$ cat config.mk
export PLATFORM = sky130hd
export DESIGN_NAME = decode_stage
export DESIGN_NICKNAME = d
export VERILOG_FILES = /design/src/rtl/decode_stage.sv
export SDC_FILE = /design/constraint.sdc
export NUM_CORES = 2
export LEC_CHECK = 0
export CORE_MARGIN = 2
export CORE_UTILIZATION = 40
export DETAILED_ROUTE_END_ITERATION = 10
export GPL_ROUTABILITY_DRIVEN = 0
export GPL_TIMING_DRIVEN = 0
export PLACE_DENSITY = 0.57
export SLEW_MARGIN = 20
export SYNTH_ARGS = -nofsm -noshare
export SYNTH_HDL_FRONTEND = slang
export SYNTH_SLANG_ARGS = --single-unit
$ cat constraint.sdc
create_clock -name clk -period 5.5 [get_ports clk]
set_input_delay 1.375 -clock clk [delete_from_list [all_inputs] [get_ports clk]]
set_output_delay 1.375 -clock clk [all_outputs]
set_load 0.1 [all_outputs]
$ cat src/rtl/decode_stage.sv
// decode_stage: MIPS-subset instruction decode with register file,
// write-through bypass, load-use stall and registered ID/EX outputs.
module decode_stage #(
  parameter  int DATA_W = 32,
  parameter  int NREG   = 32,
  localparam int RA_W   = $clog2(NREG)
) (
  input  logic              clk,
  input  logic              reset,
  input  logic              in_valid,
  output logic              in_ready,
  input  logic [31:0]       in_instr,
  input  logic [31:0]       in_pc,
  input  logic              wb_en,
  input  logic [RA_W-1:0]   wb_addr,
  input  logic [DATA_W-1:0] wb_data,
  input  logic              flush,
  output logic              out_valid,
  output logic              out_reg_write,
  output logic              out_mem_read,
  output logic              out_mem_write,
  output logic              out_mem_to_reg,
  output logic              out_alu_src,
  output logic              out_branch,
  output logic              out_jump,
  output logic              out_jr,
  output logic [2:0]        out_alu_ctrl,
  output logic [DATA_W-1:0] out_rs_data,
  output logic [DATA_W-1:0] out_rt_data,
  output logic [DATA_W-1:0] out_imm,
  output logic [4:0]        out_shamt,
  output logic [RA_W-1:0]   out_wreg,
  output logic [31:0]       out_jtarget,
  output logic              out_illegal
);

  localparam logic [5:0] OP_R   = 6'b000000;
  localparam logic [5:0] OP_LW  = 6'b100011;
  localparam logic [5:0] OP_SW  = 6'b101011;
  localparam logic [5:0] OP_BGT = 6'b000111;
  localparam logic [5:0] OP_J   = 6'b000010;

  localparam logic [5:0] FN_ADD = 6'b100000;
  localparam logic [5:0] FN_SUB = 6'b100010;
  localparam logic [5:0] FN_AND = 6'b100100;
  localparam logic [5:0] FN_OR  = 6'b100101;
  localparam logic [5:0] FN_XOR = 6'b100110;
  localparam logic [5:0] FN_SLT = 6'b101010;
  localparam logic [5:0] FN_SLL = 6'b000000;
  localparam logic [5:0] FN_JR  = 6'b001000;

  localparam logic [2:0] ALU_PASS = 3'b000;
  localparam logic [2:0] ALU_ADD  = 3'b001;
  localparam logic [2:0] ALU_SUB  = 3'b010;
  localparam logic [2:0] ALU_AND  = 3'b011;
  localparam logic [2:0] ALU_OR   = 3'b100;
  localparam logic [2:0] ALU_XOR  = 3'b101;
  localparam logic [2:0] ALU_SLT  = 3'b110;
  localparam logic [2:0] ALU_SLL  = 3'b111;

  typedef struct packed {
    logic       reg_write;
    logic       mem_read;
    logic       mem_write;
    logic       mem_to_reg;
    logic       alu_src;
    logic       branch;
    logic       jump;
    logic       jr;
    logic       illegal;
    logic [2:0] alu_ctrl;
  } ctrl_t;

  logic [5:0]      op;
  logic [5:0]      funct;
  logic [RA_W-1:0] rs_idx;
  logic [RA_W-1:0] rt_idx;
  logic [RA_W-1:0] rd_idx;

  assign op     = in_instr[31:26];
  assign funct  = in_instr[5:0];
  assign rs_idx = in_instr[21 +: RA_W];
  assign rt_idx = in_instr[16 +: RA_W];
  assign rd_idx = in_instr[11 +: RA_W];

  logic unused_ok;
  assign unused_ok = ^{in_pc[27:0], in_instr};

  logic [DATA_W-1:0] regs_q [NREG];

  ctrl_t             ctrl_d, ctrl_q;
  logic              valid_d, valid_q;
  logic [RA_W-1:0]   wreg_d, wreg_q;
  logic              uses_rt;
  logic [DATA_W-1:0] rs_val, rt_val;
  logic [DATA_W-1:0] rs_q, rt_q, imm_q;
  logic [DATA_W-1:0] imm_d;
  logic [4:0]        shamt_q;
  logic [31:0]       jtgt_d, jtgt_q;
  logic              hazard;
  logic              load;

  // Decode opcode/funct into control bits, ALU op and destination.
  always_comb begin
    ctrl_d  = '0;
    wreg_d  = '0;
    uses_rt = 1'b0;
    unique case (op)
      OP_R: begin
        uses_rt = 1'b1;
        unique case (funct)
          FN_ADD: ctrl_d.alu_ctrl = ALU_ADD;
          FN_SUB: ctrl_d.alu_ctrl = ALU_SUB;
          FN_AND: ctrl_d.alu_ctrl = ALU_AND;
          FN_OR:  ctrl_d.alu_ctrl = ALU_OR;
          FN_XOR: ctrl_d.alu_ctrl = ALU_XOR;
          FN_SLT: ctrl_d.alu_ctrl = ALU_SLT;
          FN_SLL: ctrl_d.alu_ctrl = ALU_SLL;
          FN_JR:  ctrl_d.jr       = 1'b1;
          default: ctrl_d.illegal = 1'b1;
        endcase
        if (!ctrl_d.illegal && !ctrl_d.jr) begin
          ctrl_d.reg_write = 1'b1;
          wreg_d           = rd_idx;
        end
      end
      OP_LW: begin
        ctrl_d.reg_write  = 1'b1;
        ctrl_d.mem_read   = 1'b1;
        ctrl_d.mem_to_reg = 1'b1;
        ctrl_d.alu_src    = 1'b1;
        ctrl_d.alu_ctrl   = ALU_ADD;
        wreg_d            = rt_idx;
      end
      OP_SW: begin
        uses_rt          = 1'b1;
        ctrl_d.mem_write = 1'b1;
        ctrl_d.alu_src   = 1'b1;
        ctrl_d.alu_ctrl  = ALU_ADD;
      end
      OP_BGT: begin
        uses_rt         = 1'b1;
        ctrl_d.branch   = 1'b1;
        ctrl_d.alu_ctrl = ALU_SUB;
      end
      OP_J: begin
        ctrl_d.jump = 1'b1;
      end
      default: ctrl_d.illegal = 1'b1;
    endcase
  end

  // Register file read ports; r0 is hardwired zero, writeback bypasses.
  always_comb begin
    rs_val = '0;
    rt_val = '0;
    if (rs_idx != '0) begin
      if (wb_en && wb_addr == rs_idx) rs_val = wb_data;
      else                            rs_val = regs_q[rs_idx];
    end
    if (rt_idx != '0) begin
      if (wb_en && wb_addr == rt_idx) rt_val = wb_data;
      else                            rt_val = regs_q[rt_idx];
    end
  end

  assign imm_d  = {{(DATA_W-16){in_instr[15]}}, in_instr[15:0]};
  assign jtgt_d = {in_pc[31:28], in_instr[25:0], 2'b00};

  // Load-use: a load in ID/EX targets a register this instruction reads.
  always_comb begin
    hazard = 1'b0;
    if (valid_q && ctrl_q.mem_read && wreg_q != '0) begin
      if (wreg_q == rs_idx)             hazard = 1'b1;
      if (uses_rt && wreg_q == rt_idx)  hazard = 1'b1;
    end
  end

  assign in_ready = flush | ~hazard;
  assign load     = in_valid & ~hazard & ~flush;
  assign valid_d  = load;

  // Register array: cleared on reset, r0 writes dropped.
  always_ff @(posedge clk) begin
    if (reset) begin
      for (int i = 0; i < NREG; i++) regs_q[i] <= '0;
    end else if (wb_en && wb_addr != '0) begin
      regs_q[wb_addr] <= wb_data;
    end
  end

  // ID/EX control: bubble clears valid and every enable.
  always_ff @(posedge clk) begin
    if (reset) begin
      valid_q <= 1'b0;
      ctrl_q  <= '0;
      wreg_q  <= '0;
    end else if (load) begin
      valid_q <= valid_d;
      ctrl_q  <= ctrl_d;
      wreg_q  <= wreg_d;
    end else begin
      valid_q <= 1'b0;
      ctrl_q  <= '0;
      wreg_q  <= '0;
    end
  end

  // ID/EX data: held across bubbles so the outputs stay stable.
  always_ff @(posedge clk) begin
    if (reset) begin
      rs_q    <= '0;
      rt_q    <= '0;
      imm_q   <= '0;
      shamt_q <= '0;
      jtgt_q  <= '0;
    end else if (load) begin
      rs_q    <= rs_val;
      rt_q    <= rt_val;
      imm_q   <= imm_d;
      shamt_q <= in_instr[10:6];
      jtgt_q  <= jtgt_d;
    end
  end

  assign out_valid      = valid_q;
  assign out_reg_write  = ctrl_q.reg_write;
  assign out_mem_read   = ctrl_q.mem_read;
  assign out_mem_write  = ctrl_q.mem_write;
  assign out_mem_to_reg = ctrl_q.mem_to_reg;
  assign out_alu_src    = ctrl_q.alu_src;
  assign out_branch     = ctrl_q.branch;
  assign out_jump       = ctrl_q.jump;
  assign out_jr         = ctrl_q.jr;
  assign out_illegal    = ctrl_q.illegal;
  assign out_alu_ctrl   = ctrl_q.alu_ctrl;
  assign out_rs_data    = rs_q;
  assign out_rt_data    = rt_q;
  assign out_imm        = imm_q;
  assign out_shamt      = shamt_q;
  assign out_wreg       = wreg_q;
  assign out_jtarget    = jtgt_q;

endmodule

==> run summary <==
run status - completed
max_cap viols - 0
worst setup margin - 0.01189 ns
reg2reg start - out_wreg[1]$_SDFF_PP0_
final WL - 259800 µm
GRT Overall Usage - 33.83%
Reg with most FFs - regs_q
post-synth top area share - 52.00%
cells on worst reg2reg path - 6
area occupied by multi-input gates - 24040 µm²
CTS H-Tree Depth - 4
Lkg Pwr - 0.02388 µW
crit path kind - input port to flop
clk sinks - 1135
core area - 147300 µm²
total congestion overflow - 0
sequential area share after synthesis - 55.76%
post-route cell area - 68470 µm²
period utilization - 99.78%
number of core rows - 141
mean post-synth cell area - 14.51 µm²
final hold violation count - 0
die width - 388.5 µm
Cells on Worst Hold Path - 2
hold crit path type - flop to flop
Yosys reg bits - 1135
Initial Utilization - 40.14%
CTS hold repair buffers - 0
crit end category - flop
Slew Limit Fails - 0
layout cells sized above 1 - 19.58%
power per cell area - 323.6 nW/µm²
worst skew pair latency - 0.81 ns
Peak VDD IR - 0.3268 mV
final antenna-violating net count - 0
I/O Buffers - 213
vias in the first global route - 40590
post-layout min period - 5.488 ns
Final Power - 22160 µW
CTS tree - built
cell taking the most area after synthesis - edfxtp_1
fillers - 12940
ys flop type - edfxtp_1
crit path cell chain - clkdlybuf4s50_1 -> buf_4 -> nand2b_1 -> clkbuf_1 -> clkbuf_1 -> o22ai_1 -> a2111oi_1 -> nor3_1 -> a221o_1
asr flop ratio synth - 0%
FMAX - 182.2 MHz
CTS Buf Count - 133
RSZ-0062 raised after global routing - no
Cell Area, Synth - 59130 µm²
placed cell area - 64230 µm²
Synth Warn # - 0
Worst Path Required - 6.19 ns
cts repair resizes - 1
Top Ports - 258
Rel. slew slack - 4.972%
post-DR wirelength/cell - 39.86 µm
Post-CTS Setup Bufs - 0
worst hold start - out_jtarget[30]$_SDFFE_PP0N_
clock skew - 0.03372 ns
drt pass-1 iters - 6
Slew @ Worst Pin - 1.425 ns
crit path DAT - 6.17 ns
area grow syn2layout - 15.80%
Max FO, Critical Path - 10
Final Setup Violations - 0
most frequent CP cell - clkbuf_1
Post-synth EDFFs - 1024
crit path buf inv count - 4
Synth cell types - 60
Synth Instances - 4074
Reg2Reg Setup Slack - 2.10 ns
crit path launch type - input port
Vias - 42180
R2R Path End - out_rs_data[21]$_SDFFE_PP0N_
dpl ws - -0.5905 ns
number of DRC markers in iteration 0 - 6666
Clock Path Buffers - 3
CP max-delay cell - clkbuf_1
CP max stage delay - 1.10 ns
FF+latch area - 32970 µm²
Reg clk slew, reported paths - 0.06 ns
first-pass GRT wire length - 343600 µm
largest net degree at the start of global routing - 33
DP HPWL - 186800 µm
Largest register FFs - 1024
Largest delay share family, worst path - buffers and inverters
DIE AREA - 150900 µm²
nets - 4576
Area contributors post-synth - edfxtp_1 52%, mux4_2 15%, and2_1 11%
initial antenna violation count - 15
vias per cell - 6.471
Chip Height - 388.5 µm
Hold EP - out_jtarget[30]$_SDFFE_PP0N_
Remaining DRCs - 0
Clk Tree Root Cell - clkbuf_16
[worst reg2reg max path: cells and delay by family (launching register included)]
kind                   cells  cell delay, ns
flip-flops                 1            0.36
AO/OA/AOI/OAI              3            0.69
AND/OR/NAND/NOR            2            1.38
buffers and inverters      1            0.95
[area by class of cell]
cell class | instances | area share [%]
tap | 1930 | 3.527
clock buffer | 175 | 5.349
multi-input combinational | 2495 | 35.11
antenna | 13 | 0.04751
inverter | 3 | 0.01645
clock inverter | 66 | 0.7803
sequential | 1135 | 48.16
buffer | 474 | 3.523
timing repair buffer | 228 | 3.494
[cell usage in the layout, fill, tap and decap left out, types with 27 or more instances in the layout]
cell type | netlist | final
a221oi_1 | 36 | 36
clkbuf_2 | 0 | 44
nand2b_1 | 63 | 63
buf_4 | 66 | 70
o22ai_1 | 63 | 63
clkdlybuf4s50_1 | 0 | 212
nor2_1 | 60 | 57
edfxtp_1 | 1024 | 1024
buf_2 | 57 | 62
buf_6 | 28 | 28
a221o_1 | 64 | 64
dfxtp_1 | 111 | 111
conb_1 | 1 | 34
mux2_2 | 46 | 46
clkbuf_1 | 302 | 289
and2_1 | 995 | 995
o221ai_1 | 63 | 63
mux2i_1 | 300 | 300
nor3_1 | 69 | 67
a22o_1 | 63 | 63
mux4_2 | 387 | 387
a211oi_1 | 27 | 27
clkbuf_16 | 0 | 138
[metal layers]
metal / part of all wire (%) / wire length (µm) / GRT usage [%]
met1: 37 / 95740 / 42.40
met2: 44 / 113600 / 50.25
met3: 12 / 30620 / 10.83
met4: 7.6 / 19760 / 22.37
met5: 0.037 / 97 / 0.2552
[worst max path at each step]
| stage | cells after the start | startpoint | endpoint |
|---|---|---|---|
| detailed placement | 9 | in_instr[18] | out_rt_data[25]$_SDFFE_PP0N_ |
| CTS | 7 | in_instr[18] | in_ready |
| global placement | 8 | in_instr[18] | out_rt_data[5]$_SDFFE_PP0N_ |
| finish | 9 | in_instr[17] | out_rt_data[10]$_SDFFE_PP0N_ |
| global route | 7 | in_instr[18] | in_ready |
| floorplan | 5 | in_instr[26] | in_ready |
[cells in the mapped netlist (all sizes together), types with 31 or more instances]
cell / instances
a2111oi: 53
a221o: 64
a221oi: 36
a22o: 63
and2: 996
buf: 172
clkbuf: 302
dfxtp: 111
edfxtp: 1024
mux2: 46
mux2i: 300
mux4: 387
nand2b: 63
nor2: 60
nor3: 69
o221ai: 63
o22ai: 63
or2: 31
[power by group]
part | switching (µW) | internal [µW]
Clock | 3810 | 4980
Combinational | 2170 | 1060
Sequential | 258 | 9870
[logic make-up (layout without fill, tap and decap cells)]
logic type	after synthesis	count (layout)	share of synthesized area (%)
xor gates and xnor gates	22	22	0.3259
and+or+nand+nor	1288	1288	13.28
muxes	733	733	20.70
other	1	47	0.006342
AOI/OAI and AO/OA	418	418	5.936
DFF	1135	1135	55.76
buffers and inverters	477	946	3.997
[stage by stage]
| step | TNS, ns | cells | hold WS (ns) | utilization, % |
|---|---|---|---|---|
| 2_1_floorplan | 0 | 4107 | 0.8137 | - |
| 4_1_cts | 0 | 6506 | 0.4751 | 46.45 |
| 3_5_place_dp | -7.021 | 6265 | 0.4669 | 43.60 |
| 5_1_grt | 0 | 6506 | 0.4938 | 46.46 |
| 3_3_place_gp | -40.73 | 6250 | 0.4622 | 43.31 |
| 6_report | 0 | 6519 | 0.4739 | 46.48 |
(Power assumes the default switching activity.)
